<file path="src/rtl/dq_min_search.sv">
// dq_min_search
// Scans one frame of NUM_Q candidates and keeps the one with the smallest
// signed metric dq, together with its q index and four symbol indices.
// It also flags any q index that appears twice within the same frame.
//
// Ports
//   clk, rstn            clock, asynchronous active-low reset
//   start                pulse that opens (or, mid-frame, restarts) a frame
//   cand_valid           candidate present on cand_q / dq_in / sym_* this cycle
//   cand_q               q index of the candidate
//   dq_in                signed metric of the candidate, stored bit-exact
//   sym_I1..sym_Q2       symbol indices of the candidate
//   in_ready, busy       high only while a frame is being collected
//   done                 one-cycle pulse, frame result valid
//   best_q, best_dq      index and metric of the minimum-dq candidate
//   best_I1..best_Q2     symbol indices of the winning candidate
//   dup_err              sticky, a q index was repeated in the current frame
module dq_min_search #(
  parameter int N     = 32,
  parameter int Q     = 16,
  parameter int NUM_Q = 16
) (
  input  logic         clk,
  input  logic         rstn,
  input  logic         start,
  input  logic         cand_valid,
  input  logic [3:0]   cand_q,
  input  logic [N-1:0] dq_in,
  input  logic [2:0]   sym_I1,
  input  logic [2:0]   sym_Q1,
  input  logic [2:0]   sym_I2,
  input  logic [2:0]   sym_Q2,
  output logic         in_ready,
  output logic         busy,
  output logic         done,
  output logic [3:0]   best_q,
  output logic [N-1:0] best_dq,
  output logic [2:0]   best_I1,
  output logic [2:0]   best_Q1,
  output logic [2:0]   best_I2,
  output logic [2:0]   best_Q2,
  output logic         dup_err
);

  localparam int CW = $clog2(NUM_Q) + 1;
  localparam logic [N-1:0] DQ_MAX = {1'b0, {(N-1){1'b1}}};
  localparam logic [CW-1:0] LAST_IDX = CW'(NUM_Q - 1);

  // Q only documents the fixed-point format of dq; the search is a plain
  // signed compare, so nothing is generated from it.
  if (Q > N) begin : g_q_exceeds_width
  end

  typedef enum logic [1:0] {
    IDLE,
    COLLECT,
    DONE
  } state_t;

  state_t         state;
  logic [CW-1:0]  count;
  logic [15:0]    seen;

  // Single control/datapath register block.
  // The first accepted candidate of a frame is always taken as the current
  // best. This makes a frame in which every dq equals the most-positive value
  // report the first candidate, not stale data. After that, only a strictly
  // smaller dq replaces the best, so on a tie the earlier candidate wins.
  // A start in COLLECT re-initialises the frame and takes priority over a
  // candidate that arrives in the same cycle, so that candidate is dropped.
  always_ff @(posedge clk or negedge rstn) begin
    if (!rstn) begin
      state    <= IDLE;
      count    <= '0;
      seen     <= '0;
      in_ready <= 1'b0;
      busy     <= 1'b0;
      done     <= 1'b0;
      best_q   <= '0;
      best_dq  <= '0;
      best_I1  <= '0;
      best_Q1  <= '0;
      best_I2  <= '0;
      best_Q2  <= '0;
      dup_err  <= 1'b0;
    end else begin
      case (state)
        IDLE: begin
          done <= 1'b0;
          if (start) begin
            count    <= '0;
            seen     <= '0;
            dup_err  <= 1'b0;
            best_dq  <= DQ_MAX;
            in_ready <= 1'b1;
            busy     <= 1'b1;
            state    <= COLLECT;
          end
        end

        COLLECT: begin
          if (start) begin
            count   <= '0;
            seen    <= '0;
            dup_err <= 1'b0;
            best_dq <= DQ_MAX;
          end else if (cand_valid) begin
            count        <= count + 1'b1;
            seen[cand_q] <= 1'b1;
            if (seen[cand_q]) begin
              dup_err <= 1'b1;
            end
            if ((count == '0) || ($signed(dq_in) < $signed(best_dq))) begin
              best_q  <= cand_q;
              best_dq <= dq_in;
              best_I1 <= sym_I1;
              best_Q1 <= sym_Q1;
              best_I2 <= sym_I2;
              best_Q2 <= sym_Q2;
            end
            if (count == LAST_IDX) begin
              in_ready <= 1'b0;
              busy     <= 1'b0;
              done     <= 1'b1;
              state    <= DONE;
            end
          end
        end

        DONE: begin
          done  <= 1'b0;
          state <= IDLE;
        end

        default: begin
          in_ready <= 1'b0;
          busy     <= 1'b0;
          done     <= 1'b0;
          state    <= IDLE;
        end
      endcase
    end
  end

endmodule

</file>
<file path="config.mk">
export PLATFORM = sky130hd
export DESIGN_NAME = dq_min_search
export DESIGN_NICKNAME = d
export VERILOG_FILES = /design/src/rtl/dq_min_search.sv
export SDC_FILE = /design/constraint.sdc
export NUM_CORES = 1
export LEC_CHECK = 0
export ABC_CLOCK_PERIOD_IN_PS = 2200
export CAP_MARGIN = 20
export CORE_AREA = 2 2 136 72
export DETAILED_ROUTE_END_ITERATION = 8
export DIE_AREA = 0 0 138 74
export GPL_TIMING_DRIVEN = 0
export PLACE_DENSITY = 0.75
export SYNTH_ARGS = -nofsm -noshare
export SYNTH_HDL_FRONTEND = slang
export SYNTH_SLANG_ARGS = --single-unit
</file>
<file path="constraint.sdc">
create_clock -name clk -period 2.2 [get_ports clk]
set_clock_uncertainty 0.05 [all_clocks]
set_input_delay 0.44 -clock clk [delete_from_list [all_inputs] [get_ports clk]]
set_output_delay 0.44 -clock clk [all_outputs]
set_load 0.1 [all_outputs]
</file>
# Word-level counts from Yosys, hierarchy flattened
# Cells that the tools add are included.
# W data, S select, Z words.
word_totals:
  regBits: 74
  inputBits: 52
  output_inout_bits: 52
  wordCells: 77
op_classes:
  n_addsub: 1
  magnitude_cmp: 3
  eq_ne: 10
  mux: 36
  bitwise_logic: 3
  n_reduce_logical: 12
ops:
  columns: ["cell", "count"]
  rows:
  - ["$mux W32", 4]
  - ["$pmux W32 S2", 1]
  - ["$mux W16", 3]
  - ["$lt A32 B32 Y1", 1]
  - ["$pmux W16 S2", 1]
  - ["$or A16 B16 Y16", 1]
  - ["$reduce_and A4 Y1", 4]
  - ["$mux W5", 3]
  - ["$mux W1", 14]
  - ["$pmux W5 S2", 1]
  - ["$ne A3 B3 Y1 const B", 3]
  - ["$mux W2", 4]
  - ["$ne A2 B2 Y1 const B", 4]
  - ["$reduce_and A3 Y1", 2]
  - ["$add A5 B1 Y5 const B", 1]
  - ["$eq A5 B4 Y1 const B", 1]
  - ["$logic_not A5 Y1", 1]
  - ["$lt A4 B5 Y1 const B", 1]
  - ["$reduce_and A5 Y1", 1]
  - ["$bmux W1 S4", 1]
  - ["$demux W1 S4", 1]
  - ["$ge A4 B1 Y1 const B", 1]
  - ["$pmux W2 S2", 1]
  - ["$pmux W1 S3", 1]
  - ["other kinds (8)", 9]

# Depth between registers and ports, before layout
# Gate-level depths: netlist of the first run.
logic_depth:
  depth_word: 8
  depth_mapped: 10

# Worst setup path after synthesis of the first run
# OpenSTA, ideal clock, no wires.
synth_path:
  path_type: "reg-to-reg"
  start: "register best_dq[31]"
  end: "register best_I1[0]"
  setup_ns: 0.126
  arrival_ns: 2.978
  required_ns: 2.024
  slack_ns: -0.954
  stages_incl_launch_ff: 9
  path_buffers: 1
  cell_sequence: "dfrtp_1 -> inv_1 -> ha_1 -> nand4_1 -> or4_1 -> o31a_1 -> nand2_2 -> buf_4 -> mux2_2"
synth_via:
  elab_chain_cells: 3
synth_rtl:
  columns: ["item", "line_no", "text"]
  rows:
  - ["start, declared", "37", "output logic [N-1:0] best_dq,"]
  - ["start signal, assigned", "115", "best_dq <= dq_in;"]
  - ["$lt A32 B32 Y1", "113", "if ((count == '0) || ($signed(dq_in) < $signed(best_dq))) begin"]
  - ["$logic_or A1 B1 Y1", "113", null]
  - ["$reduce_and A4 Y1 (no source line)", null, null]
  - ["end signal, assigned", "116", "best_I1 <= sym_I1;"]
  - ["end, declared", "38", "output logic [2:0] best_I1,"]
# No other way between the ends.
# A chain may end at the register's enable or synchronous reset.

# Worst setup path in the final report of the first run
layout_path:
  start: "input port dq_in[3]"
  end: "register best_Q2[0]"
layout_via:
  elab_chain_cells: 3
layout_rtl:
  columns: ["item", "line_no", "text"]
  rows:
  - ["start, declared", "28", "input logic [N-1:0] dq_in,"]
  - ["$lt A32 B32 Y1", "113", null]
  - ["$logic_or A1 B1 Y1", "113", null]
  - ["$reduce_and A4 Y1 (no source line)", null, null]
  - ["end signal, assigned", "119", "best_Q2 <= sym_Q2;"]
  - ["end, declared", "41", "output logic [2:0] best_Q2,"]
# No other way between the ends.

==> metrics.cfg, run 1 <==
[critical_path]
critPathSlowestCell=clkdlybuf4s50_1
crit_path_start_kind=input port
crit_type=input port to flop
r2r_cells=10
worstReg2RegStart=best_dq[2]$_DFFE_PN0P_
startpoint=dq_in[3]
cp.required_ps=2370
crit_path_max_incr_delay_ps=440
critPathCaptureType=flop
path_cells=clkdlybuf4s50_1, ha_2, a211o_1, a31oi_2, o221ai_2, a211oi_2, o31a_1, nand2_4, buf_8, mux2_4
cp.arrival_ps=2970
crit_fanout=10

[clock_tree]
cts_buffers=9
root_buffer=clkbuf_16
clock_latency_ps=340
clk_path_buf_depth=2
clk_transition_reported_paths_ps=60
cts_tree=done
htreeDepth=3
cts_sinks=74

[yosys]
syn_avg_cell_area_sq_um=11.0
synth-async-reset-ratio_pct=100
synthFlopType=dfrtp_1
postSynthCellCount=350
yosysUniqueCellTypes=42
syn-num-nets=436
yosysWarnings=0
synth-edff-count=0
ys_ff_latch=74
seq_area_frac_synth_pct=48.3
syn_area_sq_um=3840

[detailed_routing]
drc=0
vias=3232
wl_per_cell_um=17.7
dr.pass1.iters=4
antenna_violating_nets_post_route=0
wl_mm=10.7
drt_iter0_markers=151
via_per_inst=5.38

[die]
ioPinCount=104
core-area_sq_um=9070
row_count=25
design.die.area_sq_um=10200
die_w_um=138
die_h_um=74
initial_core_util_pct=42.3

[global_routing]
grt_pass1_wl_mm=17.6
antenna_found_initial=0
grt_pass1_vias=3354
grt-ovfl-total=0
grt.total_usage_pct=22.2
grt_max_degree=55

[finish]
nets=561
final_cell_mix=63 x dlygate4sd2_1, 43 x dfrtp_1, 38 x nor2_1, 35 x clkdlybuf4s50_1, 31 x a21oi_1
diodes=0
instances_no_fill=601
areaGrowthSynthToFinish_pct=49.4
fin_area_sq_um=5730
final_util_pct=63.2
final_common_cell=dlygate4sd2_1
drive_gt1_share_pct=24.2

[status]
violations=negative setup slack
status=finished, violations left

[power_and_ir_drop]
p_leak_nw=2.63
powerDensity_nw_per_um2=898
ir_worst_vdd_uv=759

[sta]
slew_viol_final=0
fmax_mhz=358
fin_crit_sh_pct=127
fin_setup_tns_ps=-26040
fin_crit_ps=2800
holdWs_ps=409
worst_slew_pin_slew_ps=995
max-slew-margin-rel_pct=33.9
finalHoldViolations=0
setup_viol=48
fin_ws_ps=-596
grt_setup_unrepaired=true

[placement]
hpwlAfterDp_mm=7.57
gp_congestion=0.826
dpl_cell_area_sq_um=5250
io_buffers=103
place_inst=575

[job]
maxCapViolations=0

[worst_hold_path]
min_from=dq_in[5]
hp-class=input port to flop
hold_depth=2

==> final timing paths <==
check / to / slack (ps)
worst max-delay path: best_Q2[0]$_DFFE_PN0P_ / -600
worst min-delay path: best_dq[5]$_DFFE_PN0P_ / 410
worst max register to register: best_Q2[0]$_DFFE_PN0P_ / -590
worst min register to register: seen[12]$_DFFE_PN0P_ / 450
max in group asynchronous: best_dq[17]$_DFFE_PN0P_ / 1030
min in group asynchronous: best_dq[22]$_DFFE_PN0P_ / 480
==> timing repair <==
action / 4_1_cts / 5_1_grt
endpoints found under the hold margin: 20 / 0
setup endpoints to repair: 102 / 70
buffers inserted: 8 / 0
cloned: 0 / 1
pin swaps: 15 / 5
gates resized for setup: 81 / 18
hold buffers: 1 / 0
==> synthesized netlist by cell type, drive strengths merged (2+ instances only) <==
cell type	n	area, sq um
and3b	2	17.5
xor2	2	17.5
o32a	27	270
o21ai	6	30.0
and3	3	18.8
mux2i	4	40.0
nand3	3	15.0
nand2	13	51.3
inv	36	135
nor2	38	143
nand2b	3	18.8
a21oi	31	155
mux4	5	113
dfrtp	74	1850
nor2b	2	12.5
mux2	16	180
nor3	3	15.0
ha	34	425
clkbuf	9	33.8
buf	8	66.3
a31oi	6	37.5
nand4	8	50.1
==> worst max-delay path: cells and delay by family <==
family                   cells  cell delay, ps
AO/OA/AOI/OAI                5            1260
buffers and inverters        2             610
multiplexers                 1             300
adder cells (fa/ha/maj)      1             220
AND/OR/NAND/NOR              1             130
==> per-layer routing <==
layer	share of wire [%]	track usage [%]
met5	0	0
met2	42	33.3
met4	1.0	6.46
met3	8.0	7.98
met1	49	30.7
==> sequential cells by signal, indices dropped and copies added, names as in the netlist <==
register  cells
dup_err       1
best_Q1       3
seen         16
done          1
best_I1       3
busy          1
count         5
best_q        4
best_dq      32
state         2
best_Q2       3
best_I2       3
==> cells by family (layout without fill, tap and decap cells) <==
family | after synthesis | in the layout | share of synthesized area [%]
mux | 25 | 25 | 8.68
compound gates | 80 | 80 | 15.0
xor+xnor | 3 | 3 | 0.685
buf+inv | 53 | 183 | 6.13
simple gates | 81 | 81 | 10.2
fa+ha+maj | 34 | 34 | 11.1
flops | 74 | 74 | 48.3
==> per-stage QoR <==
step	setup WS, ps	total power [mW]
final	-596	5.15
after global routing	-674	5.34
after detailed placement	-1180	3.46
after floorplan	-440	2.94
after CTS	-483	5.15
after global placement	-2460	3.43
==> cell type report <==
class                   instances  area (sq um)
repair buffers                114          1070
well taps                     121           151
plain buffers                  17           145
multi-input cells             223          1940
flip-flops and latches         74          1940
fillers                       726          3340
inverters                      36           140
clock buffers                   9           225
clock inverters                 7           124
==> report_power, final <==
| part | leakage (nW) | internal (mW) | switching [mW] |
|---|---|---|---|
| logic | 1.63 | 0.504 | 1.31 |
| registers | 0.839 | 1.52 | 0.0914 |
| clock network | 0.167 | 1.12 | 0.609 |
Note: power is estimated with default switching activity, not from simulation.
==> run 2: changes to the inputs <==
--- a/config.mk
+++ b/config.mk
@@ -12,6 +12,7 @@
 export DIE_AREA = 0 0 138 74
 export GPL_TIMING_DRIVEN = 0
 export PLACE_DENSITY = 0.75
+export SKIP_LAST_GASP = 1
 export SYNTH_ARGS = -nofsm -noshare
 export SYNTH_HDL_FRONTEND = slang
 export SYNTH_SLANG_ARGS = --single-unit
==> metrics.cfg, run 2 (same netlist as run 1, synthesis figures left out) <==
[global_routing]
top_usage_layer=met2
grt_use_met1_pct=30.7
grt_util_met3_pct=7.98
grt-ovfl-total=0
antenna_found_initial=0
use_met2_pct=33.3
grt.total_usage_pct=22.2
grt_pass1_wl_mm=17.6
grt_pass1_vias=3354
grt_max_degree=55

[finish]
top_regs=best_dq: 32 flops, seen: 16 flops, count: 5 flops
final_cell_mix=63 x dlygate4sd2_1, 43 x dfrtp_1, 38 x nor2_1, 35 x clkdlybuf4s50_1, 31 x a21oi_1
fill_cells=726
drive_gt1_share_pct=24.0
nets=561
largest_reg_flops=32
final_common_cell=dlygate4sd2_1
regMostFlops=best_dq
diodes=0
areaGrowthSynthToFinish_pct=49.4

[detailed_routing]
wl_mm=10.7
via_per_inst=5.38
antenna_violating_nets_post_route=0
drt_iter0_markers=151
drc=0
dr.pass1.iters=4
wl_per_cell_um=17.7
vias=3232

[sta]
max-slew-margin-rel_pct=33.9
fin_crit_sh_pct=127
fin_crit_ps=2800
slew_viol_final=0
fin_ws_ps=-596
grt_setup_unrepaired=true
worst_slew_pin_slew_ps=995
fmax_mhz=358
holdWs_ps=409
finalHoldViolations=0
setup_viol=48

[critical_path]
r2r_cells=10
cp.arrival_ps=2970
crit_type=input port to flop
cp.required_ps=2370
crit_fanout=10
critPathCaptureType=flop
crit_path_start_kind=input port

[job]
maxCapViolations=0

[clock_tree]
clk_transition_reported_paths_ps=60
htreeDepth=3
cts_buffers=9
cts_sinks=74
cts_tree=done
root_buffer=clkbuf_16
clock_latency_ps=340
clk_path_buf_depth=2

[placement]
io_buffers=103
hpwlAfterDp_mm=7.57
gp_congestion=0.826
dp_worst_setup_slack_ps=-1180

[worst_hold_path]
hp-class=input port to flop
hold_depth=2

[power_and_ir_drop]
p_seq_share_pct=31.2
powerDensity_nw_per_um2=898
power_frac_clock_pct=33.6
power_switching_share_pct=39.0
p_leak_nw=2.63
ir_worst_vdd_uv=759
switchingPower_mw=2.01
power.internal_mw=3.14
p_comb_share_pct=35.2
finalPower_mw=5.15

[die]
initial_core_util_pct=42.3
die_w_um=138
design.die.area_sq_um=10200
ioPinCount=104
core-area_sq_um=9070
die_h_um=74
row_count=25

[status]
status=finished, violations left
violations=negative setup slack

[run 2: path summary, 6_finish.rpt]
| check | end | from | slack [ps] |
|---|---|---|---|
| max in group asynchronous | best_dq[17]$_DFFE_PN0P_ | rstn | 1030 |
| setup / recovery | best_Q2[0]$_DFFE_PN0P_ | dq_in[3] | -600 |
| min in group asynchronous | best_dq[22]$_DFFE_PN0P_ | rstn | 480 |
| setup reg to reg | best_Q2[0]$_DFFE_PN0P_ | best_dq[2]$_DFFE_PN0P_ | -590 |
| hold / removal | best_dq[5]$_DFFE_PN0P_ | dq_in[5] | 410 |
| hold reg to reg | seen[12]$_DFFE_PN0P_ | seen[12]$_DFFE_PN0P_ | 450 |
[run 2: critical path: stages]
cell             delay, ps
clkdlybuf4s50_1        440
ha_2                   220
a211o_1                280
a31oi_2                190
o221ai_2               150
a211oi_2               330
o31a_1                 310
nand2_4                130
buf_8                  170
mux2_4                 300
[run 2: final cells by class]
cell class | instances | area [sq um] | area share [%]
buffer | 17 | 145 | 2.53
sequential | 74 | 1940 | 33.8
clock inverter | 7 | 124 | 2.16
clock buffer | 9 | 225 | 3.93
timing repair buffer | 114 | 1070 | 18.7
inverter | 36 | 140 | 2.44
multi-input combinational | 223 | 1940 | 33.8
tap | 121 | 151 | 2.64
[run 2: through the flow]
step / area (sq um) / cells / util [%] / TNS, ps
floorplan: 4040 / 350 / - / -19430
global placement: 5220 / 574 / 57.5 / -215400
detailed placement: 5250 / 575 / 57.8 / -59830
CTS: 5650 / 600 / 62.3 / -20710
global route: 5730 / 601 / 63.2 / -30520
finish: 5730 / 601 / 63.2 / -26040
[run 2: power groups by stage]
stage | clock [mW] | sequential [mW] | combinational, mW
detailed placement | 0 | 1.64 | 1.83
finish | 1.73 | 1.61 | 1.81
global placement | 0 | 1.63 | 1.80
floorplan | 0 | 2.53 | 0.417
CTS | 1.76 | 1.61 | 1.78
global route | 1.82 | 1.62 | 1.90
[run 2: repair_timing]
item                       CTS  global route
setup buffers                8             0
setup endpoints to repair  102            70
hold endpoints to repair    20             0
gates cloned                 0             1
gates resized for setup     80            18
hold buffers                 1             0
pin swaps                   15             5
[run 2: metal layers]
layer,vias to the layer above,wire [um]
met3,10,848
li1,1528,-
met2,121,4490
met4,0,107
met1,1573,5220
met5,-,0
==> run 3: changes to the inputs <==
--- a/config.mk
+++ b/config.mk
@@ -7,11 +7,12 @@
 export LEC_CHECK = 0
 export ABC_CLOCK_PERIOD_IN_PS = 2200
 export CAP_MARGIN = 20
-export CORE_AREA = 2 2 136 72
+export CORE_AREA = 2 2 120 64
 export DETAILED_ROUTE_END_ITERATION = 8
-export DIE_AREA = 0 0 138 74
+export DIE_AREA = 0 0 122 66
+export DONT_BUFFER_PORTS = 1
 export GPL_TIMING_DRIVEN = 0
-export PLACE_DENSITY = 0.75
+export PLACE_DENSITY = 0.7
 export SKIP_LAST_GASP = 1
 export SYNTH_ARGS = -nofsm -noshare
 export SYNTH_HDL_FRONTEND = slang
==> metrics.cfg, run 3 (same netlist as run 1, synthesis figures left out) <==
[critical_path]
crit_type=flop to flop
cp.required_ps=2360
startpoint=best_dq[2]$_DFFE_PN0P_
critPathCaptureType=flop
crit_fanout=6
cp.arrival_ps=3100
crit_path_start_kind=flop
worstReg2RegStart=best_dq[2]$_DFFE_PN0P_

[clock_tree]
clk_path_buf_depth=2
cts_buffers=9
cts_sinks=74
cts_tree=done
clk_transition_reported_paths_ps=60
root_buffer=clkbuf_16
htreeDepth=3
clock_latency_ps=330

[global_routing]
grt.total_usage_pct=25.0
grt_pass1_vias=2912
grt_max_degree=75
grt-ovfl-total=0
grt_pass1_wl_mm=15.0
antenna_found_initial=0

[status]
status=finished, violations left
violations=negative hold slack, negative setup slack

[placement]
gp_congestion=0.813
place_inst=446
dp_worst_setup_slack_ps=-847
io_buffers=0
hpwlAfterDp_mm=6.54
dpl_cell_area_sq_um=4160

[die]
initial_core_util_pct=54.7
ioPinCount=104
row_count=22
core-area_sq_um=7020
die_w_um=122
die_h_um=66
design.die.area_sq_um=8050

[finish]
drive_gt1_share_pct=30.1
largest_reg_flops=32
areaGrowthSynthToFinish_pct=21.5
final_cell_mix=43 x dfrtp_1, 38 x nor2_1, 31 x a21oi_1, 27 x o32a_1, 24 x dfrtp_4
final_common_cell=dfrtp_1
regMostFlops=best_dq
instances_no_fill=465
final_util_pct=66.4
fin_area_sq_um=4660
nets=451
top_regs=best_dq: 32 flops, seen: 16 flops, count: 5 flops
diodes=0

[detailed_routing]
dr.pass1.iters=4
vias=2796
drt_iter0_markers=173
wl_per_cell_um=19.7
antenna_violating_nets_post_route=0
drc=0
via_per_inst=6.01
wl_mm=9.17

[sta]
finalHoldViolations=74
setup_viol=49
holdWs_ps=-252
fmax_mhz=340
slew_viol_final=0
grt_setup_unrepaired=true
max-slew-margin-rel_pct=35.5
fin_setup_tns_ps=-33380
worst_slew_pin_slew_ps=968
fin_ws_ps=-740
fin_crit_sh_pct=134
fin_crit_ps=2940

[power_and_ir_drop]
p_leak_nw=2.09
powerDensity_nw_per_um2=978
ir_worst_vdd_uv=521
finalPower_mw=4.56

[worst_hold_path]
hp-class=input port to async pin

[job]
maxCapViolations=0

[run 3: changes by cell type in the layout (fill, tap and decap cells not counted), moves of 3 or more]
cell,previous run,this run
dfrtp_4,20,24
clkbuf_2,6,1
dlygate4sd2_1,63,0
inv_1,30,21
clkdlybuf4s50_1,35,0
buf_4,9,3
ha_1,25,22
dfrtp_2,11,7
inv_6,3,0
clkbuf_1,4,11
inv_2,4,14
ha_4,8,11
[run 3: final timing paths]
check                                           to  slack (ps)  depth (start not counted)
setup / recovery             best_q[0]$_DFFE_PN0P_        -740                         10
hold / removal              best_dq[8]$_DFFE_PN0P_        -250                          0
setup reg to reg             best_q[0]$_DFFE_PN0P_        -740                         10
hold reg to reg                seen[7]$_DFFE_PN0P_         440                          2
max in group asynchronous  best_dq[19]$_DFFE_PN0P_        2180                          0
min in group clk              count[4]$_DFFE_PN0P_         160                          1
[run 3: final cells by class]
cell class	count	area, sq um
fill	556	2360
multi-input combinational	223	1980
sequential	74	1950
clock buffer	13	250
inverter	36	138
buffer	17	129
tap	96	120
timing repair buffer	4	58.8
clock inverter	2	37.5
[run 3: what timing repair did]
item	4_1_cts	5_1_grt
hold endpoints to repair	74	74
pin swaps	6	4
gates cloned	1	0
endpoints found under the setup margin	49	51
resized for setup	20	17
buffers inserted	3	1
[run 3: power breakdown]
group | internal [mW] | switching [mW] | total (mW)
registers | 1.50 | 1.03 | 2.54
clock network | 0.904 | 0.533 | 1.44
logic | 0.319 | 0.264 | 0.584
total | 2.73 | 1.83 | 4.56
[run 3: routing by layer]
| metal | vias to the layer above | GRT usage, % | share of wire [%] |
|---|---|---|---|
| li1 | 1299 | - | - |
| met1 | 1383 | 33.6 | 46 |
| met2 | 106 | 36.5 | 43 |
| met3 | 8 | 12.5 | 11 |
| met4 | 0 | 5.60 | 0.72 |
| met5 | - | 0 | 0 |
[run 3: critical path, cell delays in order, from the launching register on]
cell,delay [ps]
dfrtp_4,620
inv_2,120
ha_4,200
a211o_1,260
a31oi_2,190
o221ai_2,130
a211oi_2,330
o31a_1,310
nand2_4,130
buf_8,160
mux2_4,300
